==> src/rtl/addc_pkg.sv <==
// Shared types, defaults and the sign-magnitude adder used by the multi-channel ADDC stage.
package addc_pkg;
  localparam int NCH_DEF         = 4;
  localparam int DQW_DEF         = 16;
  localparam int SEZW_DEF        = 15;
  localparam bit LEGACY_WRAP_DEF = 1'b0;
  localparam int MAXW            = 64;

  typedef struct packed {
    logic pk1;
    logic sig1;
    logic pk2;
    logic sig2;
  } hist_t;

  // Wide enough that the caller just truncates; negative zero falls out as 0.
  function automatic logic signed [MAXW-1:0] addc_sum(input logic dq_sgn,
                                                      input logic [MAXW-1:0] dq_mag,
                                                      input logic signed [MAXW-1:0] sez);
    logic signed [MAXW-1:0] dqi;
    dqi = dq_sgn ? -$signed(dq_mag) : $signed(dq_mag);
    return dqi + sez;
  endfunction
endpackage

==> src/rtl/addc_mc_if.sv <==
// Sample/result handshake bundle for addc_mc; slave is the block's view.
interface addc_mc_if
  import addc_pkg::*;
#(
  parameter int NCH         = NCH_DEF,
  parameter int DQW         = DQW_DEF,
  parameter int SEZW        = SEZW_DEF,
  parameter bit LEGACY_WRAP = LEGACY_WRAP_DEF
) ();
  localparam int CHW = $clog2(NCH);
  localparam int SW  = LEGACY_WRAP ? DQW : DQW + 1;

  logic            in_valid, in_ready;
  logic [CHW-1:0]  in_ch;
  logic [DQW-1:0]  DQ;
  logic [SEZW-1:0] SEZ;
  logic            clr_valid;
  logic [CHW-1:0]  clr_ch;
  logic            out_valid, out_ready;
  logic [CHW-1:0]  out_ch;
  logic [SW-1:0]   DQSEZ;
  logic            PK0, SIGPK, PK1, PK2, SIG1, SIG2;

  modport slave (
    input  in_valid, in_ch, DQ, SEZ, clr_valid, clr_ch, out_ready,
    output in_ready, out_valid, out_ch, DQSEZ, PK0, SIGPK, PK1, PK2, SIG1, SIG2
  );
  modport master (
    output in_valid, in_ch, DQ, SEZ, clr_valid, clr_ch, out_ready,
    input  in_ready, out_valid, out_ch, DQSEZ, PK0, SIGPK, PK1, PK2, SIG1, SIG2
  );
endinterface

==> src/rtl/addc_hist.sv <==
// Per-channel PK/SIG history; a clear on the channel being written takes priority.
module addc_hist
  import addc_pkg::*;
#(
  parameter int NCH = NCH_DEF,
  parameter int CHW = $clog2(NCH)
) (
  input  logic           clk,
  input  logic           rst_n,
  input  logic [CHW-1:0] rd_ch,
  output hist_t          rd_data,
  input  logic           wr_en,
  input  logic [CHW-1:0] wr_ch,
  input  logic           wr_pk,
  input  logic           wr_sig,
  input  logic           clr_en,
  input  logic [CHW-1:0] clr_ch
);
  hist_t ent_q [NCH];

  for (genvar i = 0; i < NCH; i++) begin : g_ent
    hist_t ent;
    always_ff @(posedge clk or negedge rst_n) begin
      if (!rst_n)                             ent <= '0;
      else if (clr_en && clr_ch == CHW'(i))   ent <= '0;
      else if (wr_en && wr_ch == CHW'(i))
        ent <= '{pk1: wr_pk, sig1: wr_sig, pk2: ent.pk1, sig2: ent.sig1};
    end
    assign ent_q[i] = ent;
  end

  assign rd_data = ent_q[rd_ch];
endmodule

==> src/rtl/addc_mc.sv <==
// Two-stage multi-channel ADDC: DQ+SEZ sum in S1, history lookup/update and outputs in S2.
module addc_mc
  import addc_pkg::*;
#(
  parameter int NCH         = NCH_DEF,
  parameter int DQW         = DQW_DEF,
  parameter int SEZW        = SEZW_DEF,
  parameter bit LEGACY_WRAP = LEGACY_WRAP_DEF
) (
  input  logic clk,
  input  logic reset,
  input  logic scan_in0, scan_in1, scan_in2, scan_in3, scan_in4,
  input  logic scan_enable, test_mode,
  output logic scan_out0, scan_out1, scan_out2, scan_out3, scan_out4,
  addc_mc_if.slave bus
);
  localparam int CHW    = $clog2(NCH);
  localparam int SW     = LEGACY_WRAP ? DQW : DQW + 1;
  localparam int STAGES = 2;

  logic [1:0]      rst_sync;
  logic            rst_n;
  logic            en;
  logic [STAGES:1] vld_pipe;
  logic [CHW-1:0]  s1_ch;
  logic [SW-1:0]   s1_sum, sum_c;
  hist_t           hrd;
  logic            unused_dft;

  assign scan_out0  = 1'b0;
  assign scan_out1  = 1'b0;
  assign scan_out2  = 1'b0;
  assign scan_out3  = 1'b0;
  assign scan_out4  = 1'b0;
  assign unused_dft = &{1'b0, scan_in0, scan_in1, scan_in2, scan_in3, scan_in4, scan_enable, test_mode};

  // Async assert, release aligned to clk.
  always_ff @(posedge clk or negedge reset) begin
    if (!reset) rst_sync <= '0;
    else        rst_sync <= {rst_sync[0], 1'b1};
  end
  assign rst_n = rst_sync[1];

  assign en            = !vld_pipe[STAGES] | bus.out_ready;
  assign bus.in_ready  = en;
  assign bus.out_valid = vld_pipe[STAGES];
  assign sum_c = SW'(addc_sum(bus.DQ[DQW-1], MAXW'(bus.DQ[DQW-2:0]), MAXW'($signed(bus.SEZ))));

  always_ff @(posedge clk or negedge rst_n) begin
    if (!rst_n) begin
      vld_pipe <= '0;
      s1_ch    <= '0;
      s1_sum   <= '0;
    end else if (en) begin
      vld_pipe <= {vld_pipe[STAGES-1:1], bus.in_valid};
      s1_ch    <= bus.in_ch;
      s1_sum   <= sum_c;
    end
  end

  // History is read and written here only, so same-channel back-to-back needs no bypass.
  always_ff @(posedge clk or negedge rst_n) begin
    if (!rst_n) begin
      bus.out_ch <= '0;
      bus.DQSEZ  <= '0;
      bus.PK0    <= 1'b0;
      bus.SIGPK  <= 1'b0;
      bus.PK1    <= 1'b0;
      bus.SIG1   <= 1'b0;
      bus.PK2    <= 1'b0;
      bus.SIG2   <= 1'b0;
    end else if (en && vld_pipe[1]) begin
      bus.out_ch <= s1_ch;
      bus.DQSEZ  <= s1_sum;
      bus.PK0    <= s1_sum[SW-1];
      bus.SIGPK  <= (s1_sum == '0);
      bus.PK1    <= hrd.pk1;
      bus.SIG1   <= hrd.sig1;
      bus.PK2    <= hrd.pk2;
      bus.SIG2   <= hrd.sig2;
    end
  end

  addc_hist #(.NCH(NCH), .CHW(CHW)) u_hist (
    .clk     (clk),
    .rst_n   (rst_n),
    .rd_ch   (s1_ch),
    .rd_data (hrd),
    .wr_en   (en & vld_pipe[1]),
    .wr_ch   (s1_ch),
    .wr_pk   (s1_sum[SW-1]),
    .wr_sig  (s1_sum == '0),
    .clr_en  (bus.clr_valid),
    .clr_ch  (bus.clr_ch)
  );
endmodule

==> src/flat_wrapper.sv <==
// flat-port wrapper written by rule: the top's interface ports become plain ports
module addc_mc_flat import addc_pkg::*;
#(
  parameter int NCH         = NCH_DEF,
  parameter int DQW         = DQW_DEF,
  parameter int SEZW        = SEZW_DEF,
  parameter bit LEGACY_WRAP = LEGACY_WRAP_DEF
)
  (clk, reset, scan_in0, scan_in1, scan_in2, scan_in3, scan_in4, scan_enable, test_mode, scan_out0, scan_out1, scan_out2, scan_out3, scan_out4, bus_in_valid, bus_in_ch, bus_DQ, bus_SEZ, bus_clr_valid, bus_clr_ch, bus_out_ready, bus_in_ready, bus_out_valid, bus_out_ch, bus_DQSEZ, bus_PK0, bus_SIGPK, bus_PK1, bus_PK2, bus_SIG1, bus_SIG2);
  addc_mc_if #(.NCH(NCH), .DQW(DQW), .SEZW(SEZW), .LEGACY_WRAP(LEGACY_WRAP)) bus_i ();
  input  logic clk;
  input  logic reset;
  input  logic scan_in0;
  input  logic scan_in1;
  input  logic scan_in2;
  input  logic scan_in3;
  input  logic scan_in4;
  input  logic scan_enable;
  input  logic test_mode;
  output logic scan_out0;
  output logic scan_out1;
  output logic scan_out2;
  output logic scan_out3;
  output logic scan_out4;
  input wire logic [$bits(bus_i.in_valid)-1:0] bus_in_valid;
  input wire logic [$bits(bus_i.in_ch)-1:0] bus_in_ch;
  input wire logic [$bits(bus_i.DQ)-1:0] bus_DQ;
  input wire logic [$bits(bus_i.SEZ)-1:0] bus_SEZ;
  input wire logic [$bits(bus_i.clr_valid)-1:0] bus_clr_valid;
  input wire logic [$bits(bus_i.clr_ch)-1:0] bus_clr_ch;
  input wire logic [$bits(bus_i.out_ready)-1:0] bus_out_ready;
  output wire logic [$bits(bus_i.in_ready)-1:0] bus_in_ready;
  output wire logic [$bits(bus_i.out_valid)-1:0] bus_out_valid;
  output wire logic [$bits(bus_i.out_ch)-1:0] bus_out_ch;
  output wire logic [$bits(bus_i.DQSEZ)-1:0] bus_DQSEZ;
  output wire logic [$bits(bus_i.PK0)-1:0] bus_PK0;
  output wire logic [$bits(bus_i.SIGPK)-1:0] bus_SIGPK;
  output wire logic [$bits(bus_i.PK1)-1:0] bus_PK1;
  output wire logic [$bits(bus_i.PK2)-1:0] bus_PK2;
  output wire logic [$bits(bus_i.SIG1)-1:0] bus_SIG1;
  output wire logic [$bits(bus_i.SIG2)-1:0] bus_SIG2;
  assign bus_i.in_valid = bus_in_valid;
  assign bus_i.in_ch = bus_in_ch;
  assign bus_i.DQ = bus_DQ;
  assign bus_i.SEZ = bus_SEZ;
  assign bus_i.clr_valid = bus_clr_valid;
  assign bus_i.clr_ch = bus_clr_ch;
  assign bus_i.out_ready = bus_out_ready;
  assign bus_in_ready = bus_i.in_ready;
  assign bus_out_valid = bus_i.out_valid;
  assign bus_out_ch = bus_i.out_ch;
  assign bus_DQSEZ = bus_i.DQSEZ;
  assign bus_PK0 = bus_i.PK0;
  assign bus_SIGPK = bus_i.SIGPK;
  assign bus_PK1 = bus_i.PK1;
  assign bus_PK2 = bus_i.PK2;
  assign bus_SIG1 = bus_i.SIG1;
  assign bus_SIG2 = bus_i.SIG2;
  addc_mc #(.NCH(NCH), .DQW(DQW), .SEZW(SEZW), .LEGACY_WRAP(LEGACY_WRAP)) u_core (.clk(clk), .reset(reset), .scan_in0(scan_in0), .scan_in1(scan_in1), .scan_in2(scan_in2), .scan_in3(scan_in3), .scan_in4(scan_in4), .scan_enable(scan_enable), .test_mode(test_mode), .scan_out0(scan_out0), .scan_out1(scan_out1), .scan_out2(scan_out2), .scan_out3(scan_out3), .scan_out4(scan_out4), .bus(bus_i));
endmodule
==> config.mk <==
export PLATFORM = sky130hd
export DESIGN_NAME = addc_mc_flat
export DESIGN_NICKNAME = d
export VERILOG_FILES = /design/src/rtl/addc_pkg.sv /design/src/rtl/addc_mc_if.sv /design/src/rtl/addc_hist.sv /design/src/rtl/addc_mc.sv /design/src/flat_wrapper.sv
export SDC_FILE = /design/constraint.sdc
export NUM_CORES = 1
export LEC_CHECK = 0
export CAP_MARGIN = 20
export CORE_ASPECT_RATIO = 0.6
export CORE_MARGIN = 2
export CORE_UTILIZATION = 38
export DETAILED_ROUTE_END_ITERATION = 8
export SLEW_MARGIN = 20
export SYNTH_ARGS = -nofsm -noshare
export SYNTH_HDL_FRONTEND = slang
export SYNTH_SLANG_ARGS = --single-unit
==> constraint.sdc <==
create_clock -name clk -period 2.9 [get_ports clk]
set_clock_uncertainty 0.2 [all_clocks]
set_input_delay 0.58 -clock clk [delete_from_list [all_inputs] [get_ports clk]]
set_output_delay 0.58 -clock clk [all_outputs]
set_load 0.1 [all_outputs]
==> flow_summary.yaml <==
outcome:
  outcome: "finished, violations left"
  violations: "setup timing"
clock_network:
  cts_root_buf: "clkbuf_16"
  cts_tree: "built"
  clockBufferDepth: 2
  clkLatencyLatePin_ns: 0.32
  clkSlewWorstSetupHoldPaths_ns: 0.05
  numCtsBuffers: 9
  cts_sinks: 63
  cts_max_level: 3
finish:
  syn_to_final_growth_pct: 53.4
  multi_input_area_um2: 2230
  seq_area_um2: 1580
  mostFrequentLayoutCell: "buf_4"
  fill_cells: 802
  fin_util: 0.602
  final_cell_mix: "99 x buf_4, 67 x nand2_1, 62 x dfrtp_1, 31 x nor2_1, 29 x clkdlybuf4s50_1"
  diodes: 0
  drive_above_1_share: 0.389
  fin_nets: 586
setup_path:
  r2r_end: "u_core.u_hist.ent_q[6]$_DFFE_PN0P_"
  path_class: "in -> reg"
  r2r-start: "u_core.s1_sum[0]$_DFFE_PN0N_"
  crit_top_cell: "or3_4"
  end_kind: "flop"
  reg2reg_slack_ns: 0.66
  crit_path_top_delay_cell: "or4_4"
  arrival_ns: 3.45
  cp.required_ns: 2.94
  worstPathCellList: "buf_6 > or4_4 > or3_4 > or2_4 > o31ai_4 > xnor2_1 > ha_1 > a21oi_2 > nor2b_1 > a31oi_2 > or3_4 > a31oi_4"
  slowest_delay_ns: 0.54
  critPathMaxFanout: 3
  r2r_cells: 6
  cp-start-kind: "input port"
  cp_num_buf_inv: 1
  crit_family: "simple AND/OR/NAND/NOR gates"
logic_synthesis:
  seq_area_frac_synth: 0.437
  yosysTopAreaCellShare: 0.437
  synth_compound_area_frac: 0.145
  ys_ff_latch: 63
  synthMuxAreaShare: 0.0937
  yosysTopAreaCell: "dfrtp_1"
  yosys.area_share.simple: 0.168
  synth_fa_ha_area_frac: 0.0680
  postSynthAreaPerCell_um2: 9.54
  synth-edff-count: 0
  yosys-top-cells-area: "dfrtp_1 44%, nand2_1 7.4%, ha_1 6.2%, mux2_2 5.0%, xnor2_1 4.1%"
  synth_cell_types: 52
  async_flop_share: 1.00
  synth_xor_area_frac: 0.0558
  yosys_warnings: 0
  synth_top_family_by_area: "simple AND/OR/NAND/NOR gates"
  synthFlopType: "dfrtp_1"
  synthesis.instances: 378
  netlist_area_um2: 3610
placed_design:
  dpl.hpwl_um: 7220
  routabilityCongestion: 0.822
  numPortBuffers: 66
timing:
  setup_viol: 5
  fin_ws_ns: -0.511
  slew_viol_final: 0
  rsz0062_at_grt: "true"
  hold_viol_final: 0
  fmax_mhz: 293
  worst_pin_slew_ns: 0.569
  period_share: 1.18
  layout_min_cycle_time_ns: 3.41
  slew-limit-headroom: 0.620
run:
  maxCapViolCount: 0
global_route:
  grtUsageTotal: 0.199
  grt.overflow.total: 0
  antenna_found_initial: 0
  grt_start_max_net_pins: 25
  grt_pass1_wl_um: 15900
  grt_pass1_vias: 3238
routing:
  first_pass_iters: 4
  wirelength_um: 9520
  drt-initial-drc-count: 112
  vias: 3241
  routed_via_density: 4.96
  drc_errors: 0
  wl_per_cell_um: 14.6
  postRouteAntennaNets: 0
die:
  die_h_um: 79.5
  die_area_um2: 10300
  core_um2: 9190
  fp-row-count: 27
  initial_core_util: 0.393
  io_pins: 79
  die_w_um: 130
power:
  vdd_drop_max_mv: 0.621
  power_mw: 4.77
  p_leak_nw: 2.59
  power_density_nw_per_um2: 863
worst_hold_path:
  hold_path.class: "reg -> async"
synthesized netlist by cell type, drive strengths merged, types with 2 or more instances:
library cell,instances
buf,7
a31oi,3
nor2b,3
mux2,16
conb,2
a211oi,5
a21o,2
inv,5
nor2,33
o21bai,2
xor2,6
nor4,3
mux2i,9
dfrtp,63
o41ai,2
and3,2
a211o,2
o211ai,4
a21boi,2
mux4,3
nand3,7
nand3b,2
xnor2,17
or2,2
o31ai,4
or3,3
o22ai,2
o21ai,24
nand2,71
nand2b,3
ha,18
clkbuf,10
a21oi,26
or4,3
state kept, by name (all words and copies together), names as in the netlist:
name,count
u_core.bus.PK1,1
u_core.bus.out_ch,2
u_core.u_hist.ent_q,16
u_core.bus.SIG2,1
u_core.vld_pipe,2
u_core.rst_sync,2
u_core.bus.DQSEZ,16
u_core.bus.PK0,1
u_core.bus.SIGPK,1
u_core.bus.SIG1,1
u_core.s1_ch,2
u_core.s1_sum,17
u_core.bus.PK2,1
power by group:
| part | internal, mW | switching, mW |
|---|---|---|
| clock | 0.832 | 0.342 |
| combinational | 0.701 | 1.59 |
| sequential | 1.12 | 0.195 |
| total | 2.65 | 2.12 |
worst max path at each step:
stage	start	end	slack, ns	depth (start not counted)
3_5_place_dp	bus_DQ[7]	u_core.s1_sum[16]$_DFFE_PN0N_	-1.26	13
4_1_cts	bus_DQ[8]	u_core.s1_sum[16]$_DFFE_PN0N_	-0.50	13
6_report	bus_DQ[8]	u_core.s1_sum[16]$_DFFE_PN0N_	-0.51	12
3_3_place_gp	bus_DQ[7]	u_core.s1_sum[16]$_DFFE_PN0N_	-1.18	13
2_1_floorplan	bus_DQ[7]	u_core.s1_sum[16]$_DFFE_PN0N_	-0.69	12
5_1_grt	bus_DQ[8]	u_core.s1_sum[16]$_DFFE_PN0N_	-0.62	12
final cells by class:
type | count | share of cell area
well taps | 130 | 0.0294
clock inverters | 4 | 0.0172
inverters | 6 | 0.00407
repair buffers | 144 | 0.220
multi-input cells | 296 | 0.402
flip-flops and latches | 63 | 0.285
clock buffers | 11 | 0.0421
what timing repair did:
action | CTS | global route
setup endpoints to repair | 12 | 9
hold buffers | 0 | 0
endpoints found under the hold margin | 0 | 0
gates resized for setup | 87 | 26
pin swaps | 36 | 30
setup buffers | 13 | 4
metal layers:
layer | global-route usage | wire, um
met1 | 0.291 | 4960
met2 | 0.298 | 4190
met3 | 0.0489 | 338
met4 | 0.0452 | 31
met5 | 0 | 0
stage by stage:
| step | TNS, ns | cells | hold WS [ns] | setup slack, ns | instance area [um2] |
|---|---|---|---|---|---|
| 3_3_place_gp | -9.85 | 627 | 0.0305 | -1.18 | 4850 |
| 4_1_cts | -1.68 | 652 | 0.0283 | -0.503 | 5390 |
| 6_report | -1.91 | 654 | 0.0104 | -0.511 | 5530 |
| 3_5_place_dp | -10.08 | 627 | 0.0321 | -1.26 | 4850 |
| 5_1_grt | -2.61 | 654 | 0.0484 | -0.620 | 5530 |
| 2_1_floorplan | -2.40 | 382 | 0.0844 | -0.689 | 3660 |
cell families (layout without fill, tap and decap cells):
logic type               count (synthesis)  after routing
AND/OR/NAND/NOR                        137            137
flip-flops                              63             63
AO/OA/AOI/OAI                           83             83
XOR/XNOR                                23             23
other                                    2              6
multiplexers                            28             28
buffers and inverters                   23            165
adder cells (fa/ha/maj)                 19             19
(Power assumes the default switching activity.)
